### src/rtl/dt1_id_ex_stage.sv
// ID/EX pipeline register for the RV32I core: captures decoded controls and
// datapath values and presents them to execute, with stall, flush, valid, trap and retire-order tag.
//
// Ports:
//   clk, reset           : clock, synchronous active-high reset
//   StallE, FlushE       : hazard-unit hold / bubble requests
//   ValidD, IllegalD     : decode-stage instruction valid / unsupported op
//   *D control fields    : RegWrite, ResultSrc, MemWrite, Jump, Branch,
//                          ALUControl, ALUASrc, ALUBSrc, LoadSize, PCTargetALUSrc
//   *D data/index fields : RD1, RD2, PC, PCPlus4, ImmExt, Rs1, Rs2, Rd, Instr
//   *E outputs           : registered copies of the above
//   ValidE, TrapE        : E-stage instruction valid / illegal
//   OrderE               : retire-order tag of the E-stage instruction
module dt1_id_ex_stage #(
    parameter int XLEN      = 32,
    parameter int ALUCTRL_W = 4,
    parameter int ORDER_W   = 64
) (
    input  logic                 clk,
    input  logic                 reset,
    input  logic                 StallE,
    input  logic                 FlushE,
    input  logic                 ValidD,
    input  logic                 IllegalD,
    input  logic                 RegWriteD,
    input  logic [1:0]           ResultSrcD,
    input  logic [1:0]           MemWriteD,
    input  logic                 JumpD,
    input  logic                 BranchD,
    input  logic [ALUCTRL_W-1:0] ALUControlD,
    input  logic [1:0]           ALUASrcD,
    input  logic                 ALUBSrcD,
    input  logic [2:0]           LoadSizeD,
    input  logic                 PCTargetALUSrcD,
    input  logic [XLEN-1:0]      RD1D,
    input  logic [XLEN-1:0]      RD2D,
    input  logic [XLEN-1:0]      PCD,
    input  logic [XLEN-1:0]      PCPlus4D,
    input  logic [XLEN-1:0]      ImmExtD,
    input  logic [4:0]           Rs1D,
    input  logic [4:0]           Rs2D,
    input  logic [4:0]           RdD,
    input  logic [XLEN-1:0]      InstrD,
    output logic                 RegWriteE,
    output logic [1:0]           ResultSrcE,
    output logic [1:0]           MemWriteE,
    output logic                 JumpE,
    output logic                 BranchE,
    output logic [ALUCTRL_W-1:0] ALUControlE,
    output logic [1:0]           ALUASrcE,
    output logic                 ALUBSrcE,
    output logic [2:0]           LoadSizeE,
    output logic                 PCTargetALUSrcE,
    output logic [XLEN-1:0]      RD1E,
    output logic [XLEN-1:0]      RD2E,
    output logic [XLEN-1:0]      PCE,
    output logic [XLEN-1:0]      PCPlus4E,
    output logic [XLEN-1:0]      ImmExtE,
    output logic [4:0]           Rs1E,
    output logic [4:0]           Rs2E,
    output logic [4:0]           RdE,
    output logic [XLEN-1:0]      InstrE,
    output logic                 ValidE,
    output logic                 TrapE,
    output logic [ORDER_W-1:0]   OrderE
);

    logic [ORDER_W-1:0] order_cnt;

    logic hold;
    logic take;
    logic take_ctrl;

    logic                 reg_write_n;
    logic [1:0]           result_src_n;
    logic [1:0]           mem_write_n;
    logic                 jump_n;
    logic                 branch_n;
    logic [ALUCTRL_W-1:0] alu_control_n;
    logic [1:0]           alu_a_src_n;
    logic                 alu_b_src_n;
    logic [2:0]           load_size_n;
    logic                 pc_target_src_n;
    logic [XLEN-1:0]      rd1_n;
    logic [XLEN-1:0]      rd2_n;
    logic [XLEN-1:0]      pc_n;
    logic [XLEN-1:0]      pc_plus4_n;
    logic [XLEN-1:0]      imm_ext_n;
    logic [4:0]           rs1_n;
    logic [4:0]           rs2_n;
    logic [4:0]           rd_n;
    logic [XLEN-1:0]      instr_n;
    logic                 valid_n;
    logic                 trap_n;
    logic [ORDER_W-1:0]   order_n;
    logic [ORDER_W-1:0]   order_cnt_n;

    // Flush beats stall; an invalid D slot loads a bubble like a flush.
    always_comb begin
        hold      = StallE & ~FlushE;
        take      = ~FlushE & ~StallE & ValidD;
        take_ctrl = take & ~IllegalD;
    end

    always_comb begin
        reg_write_n     = 1'b0;
        result_src_n    = '0;
        mem_write_n     = '0;
        jump_n          = 1'b0;
        branch_n        = 1'b0;
        alu_control_n   = '0;
        alu_a_src_n     = '0;
        alu_b_src_n     = 1'b0;
        load_size_n     = '0;
        pc_target_src_n = 1'b0;
        rd1_n           = '0;
        rd2_n           = '0;
        pc_n            = '0;
        pc_plus4_n      = '0;
        imm_ext_n       = '0;
        rs1_n           = '0;
        rs2_n           = '0;
        rd_n            = '0;
        instr_n         = '0;
        valid_n         = 1'b0;
        trap_n          = 1'b0;
        order_n         = '0;
        order_cnt_n     = order_cnt;

        if (hold) begin
            reg_write_n     = RegWriteE;
            result_src_n    = ResultSrcE;
            mem_write_n     = MemWriteE;
            jump_n          = JumpE;
            branch_n        = BranchE;
            alu_control_n   = ALUControlE;
            alu_a_src_n     = ALUASrcE;
            alu_b_src_n     = ALUBSrcE;
            load_size_n     = LoadSizeE;
            pc_target_src_n = PCTargetALUSrcE;
            rd1_n           = RD1E;
            rd2_n           = RD2E;
            pc_n            = PCE;
            pc_plus4_n      = PCPlus4E;
            imm_ext_n       = ImmExtE;
            rs1_n           = Rs1E;
            rs2_n           = Rs2E;
            rd_n            = RdE;
            instr_n         = InstrE;
            valid_n         = ValidE;
            trap_n          = TrapE;
            order_n         = OrderE;
        end else if (take) begin
            rd1_n       = RD1D;
            rd2_n       = RD2D;
            pc_n        = PCD;
            pc_plus4_n  = PCPlus4D;
            imm_ext_n   = ImmExtD;
            rs1_n       = Rs1D;
            rs2_n       = Rs2D;
            rd_n        = RdD;
            instr_n     = InstrD;
            valid_n     = 1'b1;
            trap_n      = IllegalD;
            order_n     = order_cnt;
            order_cnt_n = order_cnt + 1'b1;
            // Controls are only sampled when legal, so X on an illegal
            // instruction's controls never reaches E.
            if (take_ctrl) begin
                reg_write_n     = RegWriteD;
                result_src_n    = ResultSrcD;
                mem_write_n     = MemWriteD;
                jump_n          = JumpD;
                branch_n        = BranchD;
                alu_control_n   = ALUControlD;
                alu_a_src_n     = ALUASrcD;
                alu_b_src_n     = ALUBSrcD;
                load_size_n     = LoadSizeD;
                pc_target_src_n = PCTargetALUSrcD;
            end
        end
    end

    always_ff @(posedge clk) begin
        if (reset) begin
            RegWriteE       <= 1'b0;
            ResultSrcE      <= '0;
            MemWriteE       <= '0;
            JumpE           <= 1'b0;
            BranchE         <= 1'b0;
            ALUControlE     <= '0;
            ALUASrcE        <= '0;
            ALUBSrcE        <= 1'b0;
            LoadSizeE       <= '0;
            PCTargetALUSrcE <= 1'b0;
            RD1E            <= '0;
            RD2E            <= '0;
            PCE             <= '0;
            PCPlus4E        <= '0;
            ImmExtE         <= '0;
            Rs1E            <= '0;
            Rs2E            <= '0;
            RdE             <= '0;
            InstrE          <= '0;
            ValidE          <= 1'b0;
            TrapE           <= 1'b0;
            OrderE          <= '0;
            order_cnt       <= '0;
        end else begin
            RegWriteE       <= reg_write_n;
            ResultSrcE      <= result_src_n;
            MemWriteE       <= mem_write_n;
            JumpE           <= jump_n;
            BranchE         <= branch_n;
            ALUControlE     <= alu_control_n;
            ALUASrcE        <= alu_a_src_n;
            ALUBSrcE        <= alu_b_src_n;
            LoadSizeE       <= load_size_n;
            PCTargetALUSrcE <= pc_target_src_n;
            RD1E            <= rd1_n;
            RD2E            <= rd2_n;
            PCE             <= pc_n;
            PCPlus4E        <= pc_plus4_n;
            ImmExtE         <= imm_ext_n;
            Rs1E            <= rs1_n;
            Rs2E            <= rs2_n;
            RdE             <= rd_n;
            InstrE          <= instr_n;
            ValidE          <= valid_n;
            TrapE           <= trap_n;
            OrderE          <= order_n;
            order_cnt       <= order_cnt_n;
        end
    end

endmodule

### config.mk
export PLATFORM = sky130hd
export DESIGN_NAME = dt1_id_ex_stage
export DESIGN_NICKNAME = d
export VERILOG_FILES = /design/src/rtl/dt1_id_ex_stage.sv
export SDC_FILE = /design/constraint.sdc
export NUM_CORES = 1
export LEC_CHECK = 0
export BUFFER_PORTS_ARGS = -buffer_cell sky130_fd_sc_hd__buf_2
export CORE_AREA = 2 2 204 206
export DETAILED_ROUTE_END_ITERATION = 12
export DIE_AREA = 0 0 206 208
export SLEW_MARGIN = 5
export SYNTH_ARGS = -nofsm -noshare
export SYNTH_HDL_FRONTEND = slang
export SYNTH_SLANG_ARGS = --single-unit
### constraint.sdc
create_clock -name clk -period 2.9 [get_ports clk]
set_input_delay 0.725 -clock clk [delete_from_list [all_inputs] [get_ports clk]]
set_output_delay 0.725 -clock clk [all_outputs]
set_load 0.03 [all_outputs]
After elaboration in Yosys (flattened, before gate mapping)

Cells that the tools add are included.

Bits in read-only memories: 0
Memories: 0
Input bits: 231
Latch bits: 0
Word-level logic and storage cells: 65
Output and inout port bits: 291
Bits in writable memories: 0
Register bits after elaboration: 355

Reduce and logical (&&, ||, !) cells: 1
$mul: 0
Div/mod/pow operators: 0
Order comparisons: 0
Equality and inequality tests: 0
Shift operators: 0
Bitwise gates (word level): 8
Add/sub/neg operators: 1
Muxes and demuxes: 32

Operators by type and width:

| operator                                                         | count |
|---|---|
| 32-bit 2-to-1 mux                                                | 6 |
| 64-bit by 1-bit adder with 64-bit output (second input constant) | 1 |
| 64-bit 2-to-1 mux                                                | 1 |
| 5-bit 2-to-1 mux                                                 | 3 |
| 1-bit 2-to-1 mux                                                 | 12 |
| 2-bit 2-to-1 mux                                                 | 6 |
| 4-bit 2-to-1 mux                                                 | 2 |
| 3-bit 2-to-1 mux                                                 | 2 |
| 1-bit AND                                                        | 4 |
| 1-bit NOT                                                        | 4 |
| 2-bit AND reduction                                              | 1 |

Longest topological paths before layout

Gate-level depths: netlist of run 1.

Depth after elaboration: 6
Depth in mapped cells: 9
Depth with buffers taken out: 6

Worst setup path before layout of run 1

Ideal clock, no wire load.

Path kind: input-to-reg
From: input StallE
To: register order_cnt[56]
Path buffers: 1
Path slack: 0.585 ns
Arrival time: 2.244 ns
Setup time: 0.070 ns
Data required time: 2.830 ns
Stages: 6
Cell sequence: or3b_1 -> clkbuf_1 -> nor4_1 -> nand4_1 -> or4_1 -> a21oi_1

Cells in the longest elaborated chain, start to end: 4
Elaborated cells on any way between the ends: 6
Those cells by class: 5 x bitwise; 1 x reduce/logical

RTL lines:

| element                                  | RTL line | RTL |
|---|---|---|
| start, declared                          | 21       | `input logic StallE,` |
| 1-bit NOT                                | 101      | `take = ~FlushE & ~StallE & ValidD;` |
| 1-bit AND (2 in series)                  | 101      |  |
| 2-bit AND reduction (no source line) (*) | -        |  |
| end signal, assigned                     | 232      | `order_cnt <= order_cnt_n;` |
| end, declared                            | 68       | `logic [ORDER_W-1:0] order_cnt;` |

Every way passes the cells marked *; elsewhere a longest branch is shown, timed or not.
A chain may end at the register's enable or synchronous reset.

Final worst setup path of run 1

From: register order_cnt[6]
To: register order_cnt[51]

Cells in the longest elaborated chain, start to end: 1

RTL lines:

| element                                  | RTL line | RTL |
|---|---|---|
| 64-bit by 1-bit adder with 64-bit output | 166      | `order_cnt_n = order_cnt + 1'b1;` |

Every way passes these cells.

==> metrics, run 1 <==
Die Width 206 µm; Synth Area in Simple Gates 0.180; antenna violations before repair 2; Reg2Reg Depth 5; distinct cell type count after synthesis 44; post-route cell area 17200 µm²; WL/cell 17.6 µm; GRT Total Usage 0.188; Initial Utilization 0.314; H-Tree Level Count 2; Most used DFF post-synth dfxtp_1; crit path time final 2.48 ns; Setup Skew 0.0236 ns; fin crit share 0.854; largest area contributor in the netlist dfxtp_1; Critical Path Fanout Max 14; drt pass-1 iters 5; Synth area leaders dfxtp_1 (56%), a22oi_1 (17%), nor2_1 (9.7%); Tightest Pin Transition 0.855 ns; Peak VDD IR 0.000457 V; # IOs 522; P_sw 0.00247 W; Mapped Nets 1597; worst flop-to-flop path endpoint order_cnt[51]; chip height 208 µm; area share of fa/ha/maj cells after synthesis 0.000983; layout cell share with drive strength beyond 1 0.331; Final GP Congestion 0.872; reg2reg setup slack 0.42 ns; status finished, final reports clean; setup bufs post-CTS 0; initial drt markers 828; die area 42800 µm²; Post-Place Setup Slack 0.134 ns; vias in the first global route 11457; # rows 74; final hold viol count 0; CP endpoint kind flip-flop; gr ovfl total 0; combinational family with the most area after synthesis compound AO/OA/AOI/OAI gates; fraction of registers with async set/reset 0; first-pass GRT wire length 64700 µm; Area after DPL 15800 µm²; Crit path arrival time 2.94 ns; DRC viols 0; syn avg cell area 9.33 µm²; TNS Setup 0 ns; Lkg Pwr 7.44 nW; synthesized instance count 1365; Worst Hold Depth 3; Root Buffer clkbuf_16; Final Max Tran Viols 0; Final setup viols 0; P_int 0.00831 W; PD cells 628 nW/µm²; clock slew at reported path FFs 0.06 ns; final std cells w/o fill 2392; hpwl dp 29800 µm; DR vias/cell 5.01; register bit total from synthesis 355; Worst-Skew Late Latency 0.55 ns; TritonCTS clock tree built; Tightest Hold Check Type in -> reg; IO Port Bufs 521; compound-gate portion of the synthesized area 0.200; WHS Endpoint RD2E[22]; unrepaired setup endpoints after global routing no; final antenna-violating net count 0; Clock Path Buffers 3; Synth Cell Area 12700 µm²; multiplexer share of the synthesized area 0.00177; CTS Sinks 355; Sw Ratio 0.229; Ys Warns 0; Slew HR 0.425; fmax 0.404 GHz; reg2reg start order_cnt[6]; nets 2063; P&R area growth vs syn 34.8%; cts hold-fix bufs 0; Placeable Area 40600 µm²; hold_ws 0.408 ns; worst setup margin 0.424 ns; largest net degree at the start of global routing 128; Via Count 11976; number of synthesized flops with an enable pin 0; dpl cells 2321; max cap viols 0; critical setup path kind reg -> reg; Synth top area share 0.558; overall routed net length 42200 µm; clock share of power 0.475; type of origin of the critical path flip-flop; Seq pwr share 0.462; min-delay src RD2D[22]; XOR/XNOR Fraction of Synth Area 0.0200; # resized after CTS 0; Logic pwr share 0.063; Inserted Clock Buffers 40; Worst EP required 3.36 ns; Seq/Total Area, Yosys 0.558
-- cells in the final DEF, fill, tap and decap left out, types with 3 or more instances in the layout --
cell type,instances
buf_2,520
dfxtp_1,355
nor2_1,328
a22oi_1,288
clkbuf_16,41
nand2_1,33
a21oi_1,33
nand4_1,30
nand3_1,23
o21ai_0,15
xor2_1,15
xnor2_1,14
or3_1,13
or4_1,13
buf_4,13
clkbuf_1,12
and3_1,11
nor4_1,11
o31ai_1,11
and4_1,9
buf_12,9
clkbuf_8,7
inv_1,6
nor3_1,6
o41ai_1,4
nor2b_1,4
bufinv_16,4
clkinv_2,3
-- state kept, by name, indices dropped and copies added (netlist names), 4 cells and up --
register and cells:
ALUControlE 4, ImmExtE 32, InstrE 32, OrderE 64
PCE 32, PCPlus4E 32, RD1E 32, RD2E 32
RdE 5, Rs1E 5, Rs2E 5, order_cnt 64
-- metal layers --
metal	GRT usage	vias up	share of wire
met5	0	-	0
li1	-	5848	-
met2	0.324	384	0.51
met1	0.228	5693	0.41
met4	0.0608	0	0.020
met3	0.0442	51	0.065
-- cell usage after synthesis, drive strengths merged (7+ instances only) --
cell and count:
clkbuf 104, nor4 12, nor3 7, and3 12, nor2 328, dfxtp 355, a22oi 288, a21oi 33
xor2 15, buf 15, nand3 24, xnor2 14, or4 13, nand4 31, o21ai 15, nand2 33
o31ai 11, or3 14, and4 9
-- worst max-delay path, cell delays in order, from the launching register on --
cell and delay (ns):
dfxtp_1 0.45, nand4_2 0.27, nor4_4 0.56, nand2_1 0.38, or4_1 0.57, a21oi_1 0.15
-- how the worst max path moves through the flow --
stage	start	to	slack, ns	cells past startpoint
global route	order_cnt[5]	order_cnt[47]	0.24	5
finish	order_cnt[6]	order_cnt[51]	0.42	5
global placement	FlushE	order_cnt[58]	0.24	6
detailed placement	FlushE	order_cnt[58]	0.13	6
CTS	order_cnt[6]	order_cnt[51]	0.41	5
floorplan	StallE	order_cnt[56]	0.59	6
-- power groups by stage --
stage	Sequential [W]	Combinational (W)	Clock, W
2_1_floorplan	0.00520	0.000243	0
3_3_place_gp	0.00508	0.000674	0
3_5_place_dp	0.00508	0.000684	0
4_1_cts	0.00497	0.000685	0.00526
5_1_grt	0.00498	0.000735	0.00546
6_report	0.00497	0.000681	0.00512
-- through the flow --
step           total power (W)   util
2_1_floorplan          0.00544      -
3_3_place_gp           0.00575  0.390
3_5_place_dp           0.00576  0.390
4_1_cts                 0.0109  0.423
5_1_grt                 0.0112  0.423
6_report                0.0108  0.423
-- cells by family after synthesis --
group,after synthesis
and+or+nand+nor,499
DFF,355
adders and majority gates,1
AOI/OAI and AO/OA,354
muxes,2
xor gates and xnor gates,29
buffers and inverters,125
-- cell type report --
class / instances / area (µm²)
antenna: 1 / 2.50
clock buffer: 60 / 1170
clock inverter: 10 / 160
fill: 4086 / 23400
inverter: 6 / 22.5
multi-input combinational: 885 / 5140
sequential: 355 / 7110
tap: 532 / 666
timing repair buffer: 543 / 2900
No activity file was read; power rests on OpenSTA's default activity.
==> inputs of run 2 (changes only) <==
- ABC_AREA: not set -> 1
- CORE_AREA: 2 2 204 206 -> 4 4 200 202
- DIE_AREA: 0 0 206 208 -> 0 0 204 206
==> run 2 against run 1 <==
Net effect:
- wire length up 12%
- sequential share of layout area decreased by 2.0 points
- combinational power is 0.9% lower
- critical path depth decreased by 4
- fmax rose by 28%
- via count up 15%
- flip-flop and latch count is the same
- register-to-register slack improved by 0.64 ns
- worst setup slack better by 0.55 ns
- critical path type is now reg -> out
- largest cell class unchanged
- largest power group is now registers
==> metrics, run 2 <==
status finished, final reports clean; max cap viols 0 (unchanged); TNS Setup 0 ns (unchanged); Clock Path Buffers 3 (unchanged); number of synthesized flops with an enable pin 0 (unchanged); WL/cell 16.3 µm (-7.8%); CP max stage delay 0.43 ns (-0.14 ns); final hold viol count 0 (unchanged); cts hold-fix bufs 0 (unchanged); first-pass GRT wire length 70500 µm (+8.9%); Ys Warns 0 (unchanged); register bit total from synthesis 355 (unchanged); multiplexer share of the synthesized area 0 (-0.00177); Area after DPL 16800 µm² (+5.8%); distinct cell type count after synthesis 33 (-25%); Most used DFF post-synth dfxtp_1; WP buf/inv 1 (+1); Final GP Congestion 0.913 (+4.8%); compound-gate portion of the synthesized area 0.124 (-0.0759); Lkg Pwr 7.53 nW (+1.3%); chip height 206 µm (-0.96%); post-route cell area 18000 µm² (+5.1%); overall routed net length 47200 µm (+12%); clock slew at reported path FFs 0.06 ns (about the same); largest net degree at the start of global routing 181 (+41%); critical path, cell by cell buf_2; crit path time final 1.93 ns (-0.546 ns); CP delay by family, top flip-flops; PD cells 589 nW/µm² (-6.3%); DR vias/cell 4.73 (-5.5%); DRC viols 0 (unchanged); Synth top area share 0.515 (-0.0436); Synth area leaders dfxtp_1 (51%), nand2_1 (20%), a21oi_1 (11%); Tightest Pin Transition 1.01 ns (+0.159 ns); synthesized instance count 1888 (+38%); commonest cells in the netlist nand2_1 (734), dfxtp_1 (355), a21oi_1 (316); Peak VDD IR 0.000346 V (-24%); Final Max Tran Viols 0 (unchanged); fraction of registers with async set/reset 0 (unchanged); leading cell type by number of instances after synthesis nand2_1; CTS Sinks 355 (unchanged); Slew HR 0.324 (-0.101); Critical Path Fanout Max 2 (-12); reg2reg setup slack 1.06 ns (+0.64 ns); gr ovfl total 0 (unchanged); nets 2590 (+26%); Crit path arrival time 1.20 ns (-1.74 ns); H-Tree Level Count 2 (unchanged); unrepaired setup endpoints after global routing no; TritonCTS clock tree built; biggest regs OrderE x64, order_cnt x64; GRT Total Usage 0.207 (+0.0194); Via Count 13736 (+15%); largest area contributor in the netlist dfxtp_1; Setup Skew 0.0162 ns (-0.00742 ns); vias in the first global route 12821 (+12%); Placeable Area 38300 µm² (-5.6%); initial drt markers 1076 (+30%); Die Width 204 µm (-0.97%); Inserted Clock Buffers 40 (unchanged); Worst EP required 2.17 ns (-1.19 ns); Seq/Total Area, Yosys 0.515 (-0.0436); Initial Utilization 0.361 (+0.0468); # rows 72 (-2.7%); Synth Cell Area 13800 µm² (+8.5%); number of fill cells 4016 (-1.7%); antenna violations before repair 8 (+6); combinational family with the most area after synthesis simple AND/OR/NAND/NOR gates; # resized after CTS 0 (unchanged); Final setup viols 0 (unchanged); commonest non-fill, non-tap cell in the layout nand2_1; Critical-path top delay cell dfxtp_1; type of origin of the critical path flip-flop; Tightest Hold Check Type in -> reg; hpwl dp 34200 µm (+15%); critical setup path kind reg -> out; XOR/XNOR Fraction of Synth Area 0.00571 (-0.0142); drt pass-1 iters 5 (unchanged); P&R area growth vs syn 30.6%; fmax 0.518 GHz (+28%); final antenna-violating net count 0 (unchanged); area share of fa/ha/maj cells after synthesis 0.000906 (-0.0000768); die area 42000 µm² (-1.9%); setup bufs post-CTS 0 (unchanged); IO Port Bufs 521 (unchanged); layout cell share with drive strength beyond 1 0.269 (-0.0628); CP endpoint kind primary output; most frequent cells in the layout nand2_1 (734), buf_2 (520), dfxtp_1 (355); Root Buffer clkbuf_16; # IOs 522 (unchanged); Synth Area in Simple Gates 0.297 (+0.118); Mapped Nets 2120 (+33%); syn avg cell area 7.31 µm² (-22%); fin crit share 0.665 (-0.188); Worst-Skew Late Latency 0.54 ns (about the same)
==> run 2: changes by cell type in the layout (fill, tap and decap cells not counted), moves of 12 or more <==
cell / delta
nor2_1: -184
a21oi_1: +283
or4_1: -13
or3_1: -13
nor2_2: +18
a22oi_1: -288
nand2_1: +701
nand3_1: +12
inv_1: +69
==> run 2: kinds of logic (layout without fill, tap and decap cells) <==
group                      count (synthesis)  after routing
buffers and inverters                    181            676
AOI/OAI and AO/OA                        341            341
other                                      0              3
adders and majority gates                  1              1
and+or+nand+nor                         1001           1001
DFF                                      355            355
xor gates and xnor gates                   9              9
==> run 2: layout make-up <==
cell class / count / area, µm² / area share
sequential: 355 / 7110 / 0.394
tap: 518 / 648 / 0.0359
antenna: 3 / 7.51 / 0.000416
clock inverter: 12 / 141 / 0.00784
inverter: 77 / 289 / 0.0160
timing repair buffer: 532 / 2790 / 0.155
clock buffer: 55 / 1140 / 0.0631
multi-input combinational: 1352 / 5920 / 0.328
==> run 2: metal layers <==
metal | vias up | GRT usage | part of all wire
met5 | - | 0 | 0.00068
met3 | 101 | 0.0526 | 0.070
li1 | 6955 | - | -
met1 | 6211 | 0.255 | 0.41
met4 | 6 | 0.0782 | 0.034
met2 | 463 | 0.351 | 0.48
==> run 2: power breakdown <==
| group | switching, W | total (W) | internal (W) |
|---|---|---|---|
| clock network | 0.00198 | 0.00497 | 0.00300 |
| registers | 0.0000320 | 0.00497 | 0.00494 |
| logic | 0.000453 | 0.000675 | 0.000222 |
| total | 0.00246 | 0.0106 | 0.00816 |
==> run 2: final timing paths <==
path                                   start       endpoint  depth (start not counted)
worst max-delay path                  RdE[0]         RdE[0]                          1
worst min-delay path                RD2D[23]       RD2E[23]                          3
worst max register to register  order_cnt[0]  order_cnt[50]                          9
worst min register to register       PCE[23]        PCE[23]                          2
==> run 2: stage by stage <==
step | cells | hold WS, ns | setup WS, ns | power (W) | utilization
6_report | 2904 | 0.433 | 0.971 | 0.0106 | 0.471
3_3_place_gp | 2834 | 0.447 | 0.481 | 0.00575 | 0.438
4_1_cts | 2901 | 0.390 | 0.927 | 0.0108 | 0.471
3_5_place_dp | 2834 | 0.452 | 0.489 | 0.00576 | 0.438
2_1_floorplan | 1888 | 0.449 | 1.11 | 0.00546 | -
5_1_grt | 2904 | 0.406 | 0.839 | 0.0111 | 0.471
==> inputs of run 3 (changes only) <==
- clock period: 2.9 -> 1.9 ns (I/O delays scaled with it)
==> run 3 against run 2 <==
Net effect:
- die area stayed put
- cell count increased by 1.7%
- combinational power is 63% higher
- register-to-register slack worse by 0.88 ns
- worst hold slack lost 0.26 ns
- clock skew decreased by 0.0015 ns
- wire length increased by 1.0%
- clock power increased by 51%
- global-route usage rose by 0.23 points
- highest routed layer is now met4
==> metrics, run 3 (same netlist as run 2, synthesis figures left out) <==
final hold viol count 0 (unchanged); post-route cell area 18500 µm² (+2.6%); WP buf/inv 1 (unchanged); Inserted Clock Buffers 40 (unchanged); # rows 72 (unchanged); vias in the first global route 13029 (+1.6%); overall routed net length 47700 µm (+1.0%); unrepaired setup endpoints after global routing no; Clock Path Buffers 3 (unchanged); largest net degree at the start of global routing 132 (-27%); IO Port Bufs 521 (unchanged); initial drt markers 1169 (+8.6%); gr ovfl total 0 (unchanged); # IOs 522 (unchanged); CP max stage delay 0.37 ns (-0.06 ns); CTS Sinks 355 (unchanged); Slew HR 0.550 (+0.227); Crit path arrival time 2.12 ns (+0.92 ns); fin crit share 0.908; first-pass GRT wire length 71500 µm (+1.5%); P&R area growth vs syn 34.0%; DR vias/cell 4.72 (-0.17%); CP endpoint kind flip-flop; Post-Place Setup Slack -0.0140 ns (-0.503 ns); biggest regs OrderE x64, order_cnt x64; layout cell share with drive strength beyond 1 0.283 (+0.0147); crit path time final 1.72 ns; critical setup path kind reg -> reg; status finished, final reports clean; most frequent cells in the layout nand2_1 (734), buf_2 (520), dfxtp_1 (353); Setup Skew 0.0147 ns (-0.00148 ns); drt pass-1 iters 7 (+2); antenna violations before repair 5 (-3); worst setup margin 0.175 ns (-0.796 ns); TritonCTS clock tree built; Peak VDD IR 0.000648 V (+87%); Critical Path Fanout Max 4 (+2); Final Max Tran Viols 0 (unchanged); critical path, cell by cell ha_1 -> inv_1 -> nor2_4 -> nand2_2 -> nor2_1 -> nand2_1 -> nor2_4 -> nand4_1 -> nand2_1 -> nor2_1; Lkg Pwr 7.79 nW (+3.5%); Tightest Pin Transition 0.674 ns (-0.340 ns); Critical-path top delay cell dfxtp_2; cts hold-fix bufs 0 (unchanged); type of origin of the critical path flip-flop; max cap viols 0 (unchanged); hold_ws 0.173 ns (-0.259 ns); DRC viols 0 (unchanged); final std cells w/o fill 2954 (+1.7%); dpl cells 2878 (+1.6%); Die Width 204 µm (unchanged); PD cells 875 nW/µm² (+49%); Final GP Congestion 0.942 (+3.1%); GRT Total Usage 0.209 (+0.00226); final antenna-violating net count 0 (unchanged); fmax 0.580 GHz; Area after DPL 17200 µm² (+2.7%); Tightest Hold Check Type in -> reg; die area 42000 µm² (unchanged); Initial Utilization 0.361 (unchanged); Via Count 13949 (+1.6%); nets 2634 (+1.7%); H-Tree Level Count 2 (unchanged); chip height 206 µm (unchanged); Placeable Area 38300 µm² (unchanged); TNS Setup 0 ns (unchanged); Final setup viols 0 (unchanged); Root Buffer clkbuf_16; WL/cell 16.1 µm (-0.71%); clock slew at reported path FFs 0.06 ns (about the same); CP delay by family, top simple AND/OR/NAND/NOR gates; hpwl dp 35500 µm (+3.8%); Worst-Skew Late Latency 0.53 ns (about the same); Worst EP required 2.29 ns (+0.12 ns); commonest non-fill, non-tap cell in the layout nand2_1
-- run 3: cell count changes in the layout (fill, tap and decap cells not counted), moves of 2 or more --
cell	delta
buf_12	+10
nor2_4	+3
inv_6	+2
dfxtp_1	-2
diode_2	+4
nor2_2	-2
dfxtp_2	+2
buf_4	+34
-- run 3: final cells by class --
class,instances,area (µm²)
inverter,77,289
clock inverter,14,138
fill,3881,19800
tap,518,648
timing repair buffer,576,3240
antenna,7,17.5
multi-input combinational,1352,5940
clock buffer,55,1130
sequential,355,7110
-- run 3: worst paths after layout --
| check | end | slack (ns) | depth (start not counted) | from |
|---|---|---|---|---|
| worst max-delay path | order_cnt[62] | 0.18 | 10 | order_cnt[0] |
| worst min-delay path | RD2E[21] | 0.17 | 2 | reset |
| worst max register to register | order_cnt[62] | 0.18 | 10 | order_cnt[0] |
| worst min register to register | RD1E[14] | 0.46 | 2 | RD1E[14] |
-- run 3: per-layer routing --
layer,track usage,wire (µm),up-vias,share of wire
met5,0,0,-,0
met1,0.264,19800,6393,0.42
met4,0.0732,1360,0,0.029
met2,0.360,23500,440,0.49
met3,0.0405,3040,73,0.064
li1,-,-,7043,-
-- run 3: power breakdown --
group	internal (W)	total [W]	switching (W)
clock	0.00443	0.00750	0.00307
sequential	0.00754	0.00759	0.0000498
combinational	0.000389	0.00110	0.000707
total	0.0124	0.0162	0.00382
-- run 3: stage by stage --
| stage | util | power, W |
|---|---|---|
| after floorplan | - | 0.00833 |
| after global placement | 0.449 | 0.00884 |
| after detailed placement | 0.449 | 0.00885 |
| after CTS | 0.483 | 0.0164 |
| after global routing | 0.483 | 0.0168 |
| final | 0.483 | 0.0162 |
-- run 3: timing repair --
| action | in CTS | in global routing |
|---|---|---|
| resized for setup | 1 | 5 |
| pin swaps | 0 | 1 |
| hold endpoints to repair | 0 | 0 |
| buffers inserted | 0 | 0 |
| endpoints found under the setup margin | 1 | 13 |
